### src/rtl/pipe_pkg.sv
// Shared pipeline definitions: decoded control bundle layout and register-file
// geometry used by the decode/execute boundary and later stages.
package pipe_pkg;

  localparam int unsigned REG_AW = 4;
  localparam int unsigned CTRL_W = 11;

  typedef struct packed {
    logic [3:0] alu_control;
    logic       mode_sel;
    logic       reg_write_v;
    logic       reg_write;
    logic       mem_to_reg;
    logic       mem_write;
    logic       branch_flag;
    logic       imm_src;
  } ctrl_t;

  localparam ctrl_t CTRL_NOP = '0;

endpackage

### src/rtl/load_use_detect.sv
// Load-use hazard comparator: flags an incoming instruction that reads the
// destination of a load still sitting in the downstream slot.
module load_use_detect
  import pipe_pkg::*;
#(
  parameter int unsigned ADDR_W = 4
) (
  input  logic              held_valid,
  input  logic [CTRL_W-1:0] held_ctrl,
  input  logic [ADDR_W-1:0] held_rd,
  input  logic              in_valid,
  input  logic [CTRL_W-1:0] in_ctrl,
  input  logic [ADDR_W-1:0] in_rs1,
  input  logic [ADDR_W-1:0] in_rs2,
  output logic              stall
);

  ctrl_t held;
  ctrl_t incoming;
  logic  reads_rd;
  logic  class_hit;

  always_comb begin
    held     = ctrl_t'(held_ctrl);
    incoming = ctrl_t'(in_ctrl);
    reads_rd = (in_rs1 == held_rd) || ((in_rs2 == held_rd) && !incoming.imm_src);
    // Scalar r0 is hardwired zero; the vector file has a real register 0.
    if (incoming.mode_sel) begin
      class_hit = held.reg_write_v;
    end else begin
      class_hit = held.reg_write && (held_rd != '0);
    end
    stall = held_valid && held.mem_to_reg && in_valid && reads_rd && class_hit;
  end

endmodule

### src/rtl/decode_execute_reg.sv
// Decode-to-execute pipeline slot with valid/ready handshake, load-use bubble
// insertion, branch squash and saturating stall/bubble performance counters.
module decode_execute_reg
  import pipe_pkg::*;
#(
  parameter int unsigned DATA_W = 32,
  parameter int unsigned VEC_W  = 256,
  parameter int unsigned REG_AW = pipe_pkg::REG_AW,
  parameter int unsigned CNT_W  = 16
) (
  input  logic              clk,
  input  logic              rst,
  input  logic              inValid,
  output logic              inReady,
  input  logic [CTRL_W-1:0] ctrlIn,
  input  logic [REG_AW-1:0] rs1In,
  input  logic [REG_AW-1:0] rs2In,
  input  logic [REG_AW-1:0] rdIn,
  input  logic [DATA_W-1:0] srcAIn,
  input  logic [DATA_W-1:0] srcBIn,
  input  logic [DATA_W-1:0] immIn,
  input  logic [VEC_W-1:0]  vecAIn,
  input  logic [VEC_W-1:0]  vecBIn,
  input  logic              flush,
  input  logic              outReady,
  output logic              outValid,
  output logic [CTRL_W-1:0] ctrlOut,
  output logic [REG_AW-1:0] rs1Out,
  output logic [REG_AW-1:0] rs2Out,
  output logic [REG_AW-1:0] rdOut,
  output logic [DATA_W-1:0] srcAOut,
  output logic [DATA_W-1:0] srcBOut,
  output logic [DATA_W-1:0] immOut,
  output logic [VEC_W-1:0]  vecAOut,
  output logic [VEC_W-1:0]  vecBOut,
  output logic              loadUseStall,
  output logic [CNT_W-1:0]  stallCnt,
  output logic [CNT_W-1:0]  bubbleCnt
);

  localparam logic [CNT_W-1:0] CNT_ONE = CNT_W'(1);

  logic              valid_q, valid_d;
  ctrl_t             ctrl_q, ctrl_d;
  logic [REG_AW-1:0] rs1_q, rs1_d, rs2_q, rs2_d, rd_q, rd_d;
  logic [DATA_W-1:0] src_a_q, src_a_d, src_b_q, src_b_d, imm_q, imm_d;
  logic [VEC_W-1:0]  vec_a_q, vec_a_d, vec_b_q, vec_b_d;
  logic [CNT_W-1:0]  stall_cnt_q, stall_cnt_d, bubble_cnt_q, bubble_cnt_d;
  logic              load_use;
  logic              in_ready;

  load_use_detect #(
    .ADDR_W(REG_AW)
  ) u_load_use_detect (
    .held_valid(valid_q),
    .held_ctrl (ctrl_q),
    .held_rd   (rd_q),
    .in_valid  (inValid),
    .in_ctrl   (ctrlIn),
    .in_rs1    (rs1In),
    .in_rs2    (rs2In),
    .stall     (load_use)
  );

  always_comb begin
    in_ready = !load_use && (!valid_q || outReady);
  end

  always_comb begin
    valid_d      = valid_q;
    ctrl_d       = ctrl_q;
    rs1_d        = rs1_q;
    rs2_d        = rs2_q;
    rd_d         = rd_q;
    src_a_d      = src_a_q;
    src_b_d      = src_b_q;
    imm_d        = imm_q;
    vec_a_d      = vec_a_q;
    vec_b_d      = vec_b_q;
    stall_cnt_d  = stall_cnt_q;
    bubble_cnt_d = bubble_cnt_q;
    // Flush drops a same-cycle transfer even though inReady reported acceptance.
    if (flush) begin
      valid_d = 1'b0;
      ctrl_d  = CTRL_NOP;
    end else if (valid_q && !outReady) begin
      if (stall_cnt_q != '1) stall_cnt_d = stall_cnt_q + CNT_ONE;
    end else if (inValid && in_ready) begin
      valid_d = 1'b1;
      ctrl_d  = ctrl_t'(ctrlIn);
      rs1_d   = rs1In;
      rs2_d   = rs2In;
      rd_d    = rdIn;
      src_a_d = srcAIn;
      src_b_d = srcBIn;
      imm_d   = immIn;
      vec_a_d = vecAIn;
      vec_b_d = vecBIn;
    end else begin
      valid_d = 1'b0;
      ctrl_d  = CTRL_NOP;
      if (load_use && (bubble_cnt_q != '1)) bubble_cnt_d = bubble_cnt_q + CNT_ONE;
    end
  end

  always_ff @(posedge clk) begin
    if (rst) begin
      valid_q      <= 1'b0;
      ctrl_q       <= CTRL_NOP;
      rs1_q        <= '0;
      rs2_q        <= '0;
      rd_q         <= '0;
      src_a_q      <= '0;
      src_b_q      <= '0;
      imm_q        <= '0;
      vec_a_q      <= '0;
      vec_b_q      <= '0;
      stall_cnt_q  <= '0;
      bubble_cnt_q <= '0;
    end else begin
      valid_q      <= valid_d;
      ctrl_q       <= ctrl_d;
      rs1_q        <= rs1_d;
      rs2_q        <= rs2_d;
      rd_q         <= rd_d;
      src_a_q      <= src_a_d;
      src_b_q      <= src_b_d;
      imm_q        <= imm_d;
      vec_a_q      <= vec_a_d;
      vec_b_q      <= vec_b_d;
      stall_cnt_q  <= stall_cnt_d;
      bubble_cnt_q <= bubble_cnt_d;
    end
  end

  always_comb begin
    inReady      = in_ready;
    loadUseStall = load_use;
    outValid     = valid_q;
    ctrlOut      = ctrl_q;
    rs1Out       = rs1_q;
    rs2Out       = rs2_q;
    rdOut        = rd_q;
    srcAOut      = src_a_q;
    srcBOut      = src_b_q;
    immOut       = imm_q;
    vecAOut      = vec_a_q;
    vecBOut      = vec_b_q;
    stallCnt     = stall_cnt_q;
    bubbleCnt    = bubble_cnt_q;
  end

endmodule

### config.mk
export PLATFORM = sky130hd
export DESIGN_NAME = decode_execute_reg
export DESIGN_NICKNAME = d
export VERILOG_FILES = /design/src/rtl/pipe_pkg.sv /design/src/rtl/load_use_detect.sv /design/src/rtl/decode_execute_reg.sv
export SDC_FILE = /design/constraint.sdc
export NUM_CORES = 1
export LEC_CHECK = 0
export BUFFER_PORTS_ARGS = -buffer_cell sky130_fd_sc_hd__buf_4
export CAP_MARGIN = 20
export CORE_AREA = 8 8 499 501
export CTS_BUF_LIST = sky130_fd_sc_hd__clkbuf_4 sky130_fd_sc_hd__clkbuf_8
export CTS_CLUSTER_DIAMETER = 40
export DETAILED_ROUTE_END_ITERATION = 10
export DIE_AREA = 0 0 507 509
export GPL_ROUTABILITY_DRIVEN = 0
export PLACE_DENSITY = 0.34
export SYNTH_ARGS = -nofsm -noshare
export SYNTH_HDL_FRONTEND = slang
export SYNTH_SLANG_ARGS = --single-unit
### constraint.sdc
create_clock -name clk -period 2.65 [get_ports clk]
set_input_delay 0.1325 -clock clk [delete_from_list [all_inputs] [get_ports clk]]
set_output_delay 0.1325 -clock clk [all_outputs]
set_load 0.05 [all_outputs]
# Yosys cells after proc, flatten, opt, wreduce, memory -nomap -nowiden
# Cells that the tools add are included.
# Widths: inputs -> output; s select.
# totals
in_bits,636
word_cells,52
reg_bits,664
output_inout_bits,666
# op_classes
n_bitwise,3
n_addsub,2
reduce_logical,21
n_eq_ne,4
mux,3
# ops
cell,count
$add 16x1->16 const B,2
$ne 16x16->1 const B,2
$mux 11,1
$logic_and 1x1->1,10
$eq 4x4->1,2
$reduce_and 3->1,2
$logic_not 1->1,4
$reduce_and 4->1,1
$reduce_bool 4->1,1
$not 1->1,3
$logic_or 1x1->1,2
$mux 1,2
$reduce_or 2->1,1

# Depth between registers and ports, before layout
# depth
word_depth,10
ltp_mapped,9
ltp_nobuf,7

# Cells and area by module
# Synthesis repeated with hierarchy kept, for this count alone.
# unflattened
cells_unflattened,2945
area_unflattened_um2,23209.8
# modules_own_cells
mod,area_per_inst_um2,cells_each,instances,seq_area_each_um2
decode_execute_reg,23087.1,2929,1,13292.7
load_use_detect,122.6,16,1,0.0

# Worst setup path after synthesis
# OpenSTA, ideal clock, no wires.
# synth_timing
path_kind,flip-flop to output port
from,"register rd_q[0], in the netlist rdOut[0]"
to,output port inReady
stages_incl_launch_ff,8
slack_ns,-0.208
arrival_ns,2.726
path_buffers,1
required_time_ns,2.518
path_cell_list,dfxtp_1 -> xnor2_1 -> nand3_1 -> o31ai_4 -> nand2_1 -> clkbuf_1 -> nor2_1 -> nor2_1
# synth_between
elab_chain_len,7
word_cells_on_any_way,11
classes_between,eq/ne (2); mux (1); reduce/logical (8)
# synth_rtl
element,line_no,text
"start, declared",decode_execute_reg.sv:45,"logic [REG_AW-1:0] rs1_q, rs1_d, rs2_q, rs2_d, rd_q, rd_d;"
"start signal, assigned",decode_execute_reg.sv:125,rd_q <= rd_d;
$eq 4x4->1,load_use_detect.sv:26,reads_rd = (in_rs1 == held_rd) || ((in_rs2 == held_rd) && !incoming.imm_src);
$logic_and 1x1->1,load_use_detect.sv:26,
$logic_or 1x1->1,load_use_detect.sv:26,
$logic_and 1x1->1,load_use_detect.sv:33,stall = held_valid && held.mem_to_reg && in_valid && reads_rd && class_hit;
$logic_and 1x1->1 *,load_use_detect.sv:33,
named net loadUseStall,decode_execute_reg.sv:36,"output logic loadUseStall,"
$logic_not 1->1 *,decode_execute_reg.sv:66,in_ready = !load_use && (!valid_q || outReady);
$logic_and 1x1->1 *,decode_execute_reg.sv:66,
"end, declared",decode_execute_reg.sv:14,"output logic inReady,"
# Mark *: on every way through the listed nets, which the timed path passes. The rest lies on a longest branch.

# Worst setup path after layout
# layout_timing
from,"register rd_q[3], in the netlist rdOut[3]"
to,"register vec_b_q[37], in the netlist vecBOut[37]"
# layout_between
elab_chain_len,9
word_cells_on_any_way,13
classes_between,eq/ne (2); mux (1); reduce/logical (10)
# layout_rtl
element,line_no,text
$eq 4x4->1,load_use_detect.sv:26,
$logic_and 1x1->1,load_use_detect.sv:26,
$logic_or 1x1->1,load_use_detect.sv:26,
$logic_and 1x1->1,load_use_detect.sv:33,
$logic_and 1x1->1 *,load_use_detect.sv:33,
$logic_not 1->1 *,decode_execute_reg.sv:66,
$logic_and 1x1->1 *,decode_execute_reg.sv:66,
$logic_and 1x1->1 *,decode_execute_reg.sv:88,end else if (inValid && in_ready) begin
$reduce_and 3->1 (no line) *,--,
"end signal, assigned",decode_execute_reg.sv:130,vec_b_q <= vec_b_d;
"end, declared",decode_execute_reg.sv:47,"logic [VEC_W-1:0] vec_a_q, vec_a_d, vec_b_q, vec_b_d;"
# Every way passes the cells marked *; elsewhere a longest branch is shown, timed or not.
# A chain may end at the register's enable or synchronous reset.

==> results.yml <==
outcome:
  status: "finished clean"
detailed_routing:
  drc_errors: 0
  drt-vias-per-instance: 3.47
  detail_route.first_pass.iterations: 5
  drt.antenna.violating_nets: 0
  detailroute.via_count: 30700
  drt_wl_total_mm: 188
  wire_length_per_cell_um: 21.2
  drtIter0Drc: 1449
yosys:
  synth.avg_cell_area_um2: 7.92
  synth_area_um2: 23200
  synth_nets: 3571
  synthCells: 2933
  synthesis.yosys.warnings: 0
  netlist-cell-type-count: 35
  number_of_register_bits_inferred_by_synthesis: 664
  seq_area_frac_synth_pct: 57.2
timing:
  finalClockSkew_ns: 0.0671
  final_min_period_over_clock_period_pct: 94.4
  fin_setup_tns_ns: 0
  finalWorstPathRequiredPeriod_ns: 2.50
  max_clock_freq_mhz: 400
  worst_slew_pin_slew_ns: 0.751
  slew_headroom_pct: 49.9
  setup_ws_ns: 0.149
  finalSetupViolations: 0
  report.final.hold_viol_count: 0
  final.hold.worst_slack_ns: 0.146
  final_max_slew_viol_count: 0
critical_path:
  crit_chain: "buf_4, xor2_2, o31ai_4, buf_6, a21o_4, buf_12, buf_4, nand2_1, a21oi_1, dlygate4sd3_1"
  crit_required_ns: 3.48
  cpMaxStageDelayCell: "dlygate4sd3_1"
  critical_path.startpoint_type: "flip-flop"
  critical-path-max-stage-delay_ns: 0.56
  critPathArrivalTime_ns: 3.33
  critical_path_peak_fanout: 12
  cp-end-kind: "flip-flop"
  timing_worst_setup_path_type: "flip-flop to flip-flop"
  critPathMostFrequentCell: "buf_4"
global_route:
  grt-ovfl-total: 0
  grt_pass1_vias: 32300
  grt_pass1_wl_mm: 254
  initial_antenna_violation_count: 38
  largest_net_degree_at_the_start_of_global_routing: 84
  grt_util_all_layers_pct: 13.7
cts:
  cts_tree: "yes"
  clk_pin_slew_ns: 0.06
  numClockSinks: 664
  htreeDepth: 4
  clock_latency_ns: 0.92
  cts-root-buf: "clkbuf_8"
  cts_made_buffers: 170
  cts_max_path_buffers: 3
cells_and_area:
  post_route_cells_drive_above_1_share_pct: 31.2
  final-instance-count-excl-fill: 8854
  fillerInstances: 26900
  area_growth_syn_to_layout_pct: 130
  final_cell_area_um2: 53400
  finish.net_count: 6126
die:
  top_level_port_count: 1302
  die_height_um: 509
  start_util_pct: 9.62
  fp.coreArea_um2: 241000
  std_cell_rows: 181
  floorplan.die.width_um: 507
  die-area_um2: 258000
min_path:
  min_delay_worst_type: "primary input to flip-flop"
power:
  peakVddDrop_mv: 0.309
  power-per-cell-area_nw_per_um2: 608
  cellLeakagePower_nw: 22.2
placed_design:
  detailed_place.area_um2: 37200
  hpwl_mm: 150
  post-place-ws_ns: -0.239
  numPortBuffers: 1301
  placedCellCount: 7326
job:
  max_cap_violations: 0
worst max-delay path: cells and delay by family (launching register included):
family                 cells  cell delay (ns)
flip-flops                 1             0.31
buffers and inverters      5             1.27
XOR/XNOR                   1             0.19
AND/OR/NAND/NOR            1             0.07
AO/OA/AOI/OAI              3             0.61
sequential cells by signal, summed over array words and instances (netlist names):
name	count
rs2Out	4
stallCnt	16
rdOut	4
srcAOut	32
vecAOut	256
rs1Out	4
vecBOut	256
bubbleCnt	16
ctrlOut	11
outValid	1
srcBOut	32
immOut	32
kinds of logic (layout without fill, tap and decap cells):
family / count (synthesis) / after routing / synth area share, %
AND/OR/NAND/NOR: 1356 / 1356 / 22.5
flip-flops: 664 / 664 / 57.2
AO/OA/AOI/OAI: 658 / 658 / 14.5
buffers and inverters: 223 / 2917 / 4.39
XOR/XNOR: 21 / 21 / 0.792
multiplexers: 9 / 9 / 0.425
adder cells (fa/ha/maj): 2 / 2 / 0.108
other: 0 / 25 / 0
layout by cell type, fill, tap and decap left out, drive strengths merged, types with 6 or more instances in the layout:
master | Yosys | routed
diode | 0 | 25
clkinvlp | 0 | 11
mux2 | 7 | 7
nor2b | 7 | 7
xor2 | 11 | 11
inv | 5 | 14
clkinv | 0 | 40
nor2 | 33 | 33
a21oi | 632 | 632
clkbuf | 82 | 233
dfxtp | 664 | 664
a32oi | 11 | 11
buf | 136 | 1414
nand2 | 1255 | 1255
nand3 | 13 | 13
o21ai | 6 | 6
or3 | 9 | 9
nor3 | 19 | 19
nand4 | 8 | 8
xnor2 | 10 | 10
dlygate4sd3 | 0 | 1186
bufinv | 0 | 19
through the flow:
stage	utilization [%]	total power, mW
after detailed placement	15.4	15.8
after floorplan	-	13.3
final	22.1	32.4
after global routing	22.1	34.0
after global placement	15.4	15.8
after CTS	22.0	33.1
cell usage after synthesis:
cell / number / area (um2)
o21ai_0: 6 / 30.0
nor3_1: 19 / 95.1
nand4_1: 8 / 50.1
buf_6: 2 / 22.5
buf_2: 134 / 671
a21o_1: 1 / 7.51
nor2_1: 33 / 124
xor2_1: 11 / 96.3
or4_1: 2 / 15.0
inv_1: 5 / 18.8
nand2_1: 1255 / 4710
nand3_1: 13 / 65.1
a311oi_1: 1 / 8.76
or3_4: 1 / 11.3
o31ai_4: 1 / 21.3
xnor2_1: 10 / 87.6
a31oi_1: 1 / 6.26
nor4_2: 1 / 12.5
o31ai_1: 2 / 15.0
or3_1: 8 / 50.1
and3_1: 3 / 18.8
nand2b_1: 2 / 12.5
mux2_2: 7 / 78.8
or4b_1: 1 / 10.0
a32oi_1: 11 / 96.3
mux2i_1: 2 / 20.0
nor4_1: 3 / 18.8
a21oi_1: 631 / 3160
o21bai_1: 1 / 7.51
nor2b_1: 7 / 43.8
o41ai_1: 2 / 17.5
ha_1: 2 / 25.0
clkbuf_1: 82 / 308
dfxtp_1: 664 / 13300
a21oi_2: 1 / 8.76
timing repair:
action / 4_1_cts / 5_1_grt
hold buffers: 1186 / 0
setup endpoints to repair: 15 / 17
pin swaps: 4 / 5
buffers inserted: 2 / 4
gates cloned: 0 / 1
endpoints found under the hold margin: 661 / 0
gates resized for setup: 13 / 12
final timing paths:
| kind | slack, ns | cells after the start | start | to |
|---|---|---|---|---|
| min | 0.15 | 4 | rdIn[3] | rdOut[3]$_SDFFE_PP0P_ |
| min reg2reg | 0.45 | 2 | vecAOut[161]$_SDFFE_PP0P_ | vecAOut[161]$_SDFFE_PP0P_ |
| max reg2reg | 0.15 | 10 | rdOut[3]$_SDFFE_PP0P_ | vecBOut[37]$_SDFFE_PP0P_ |
| max | 0.15 | 10 | rdOut[3]$_SDFFE_PP0P_ | vecBOut[37]$_SDFFE_PP0P_ |
routing by layer:
metal | wire [um] | vias to the layer above | GRT usage (%)
li1 | - | 14700 | -
met1 | 72200 | 14500 | 15.1
met2 | 88400 | 1262 | 23.0
met3 | 19900 | 271 | 6.42
met4 | 7160 | 12 | 5.40
met5 | 74 | - | 0
final cells by class:
class / count / area (um2) / share of cell area (%)
Clock inverter: 79 / 1050 / 1.97
Inverter: 5 / 18.8 / 0.0352
Sequential cell: 664 / 13300 / 24.9
Tap cell: 3202 / 4010 / 7.51
Clock buffer: 232 / 3010 / 5.64
Antenna cell: 25 / 62.6 / 0.117
Multi-Input combinational cell: 2046 / 9000 / 16.9
Timing Repair Buffer: 2601 / 22900 / 42.9
power breakdown:
group          internal [mW]  switching, mW
clock network           9.36           6.03
logic                   2.74           3.60
registers               10.4          0.271
Power figures use the tool's default switching activity.
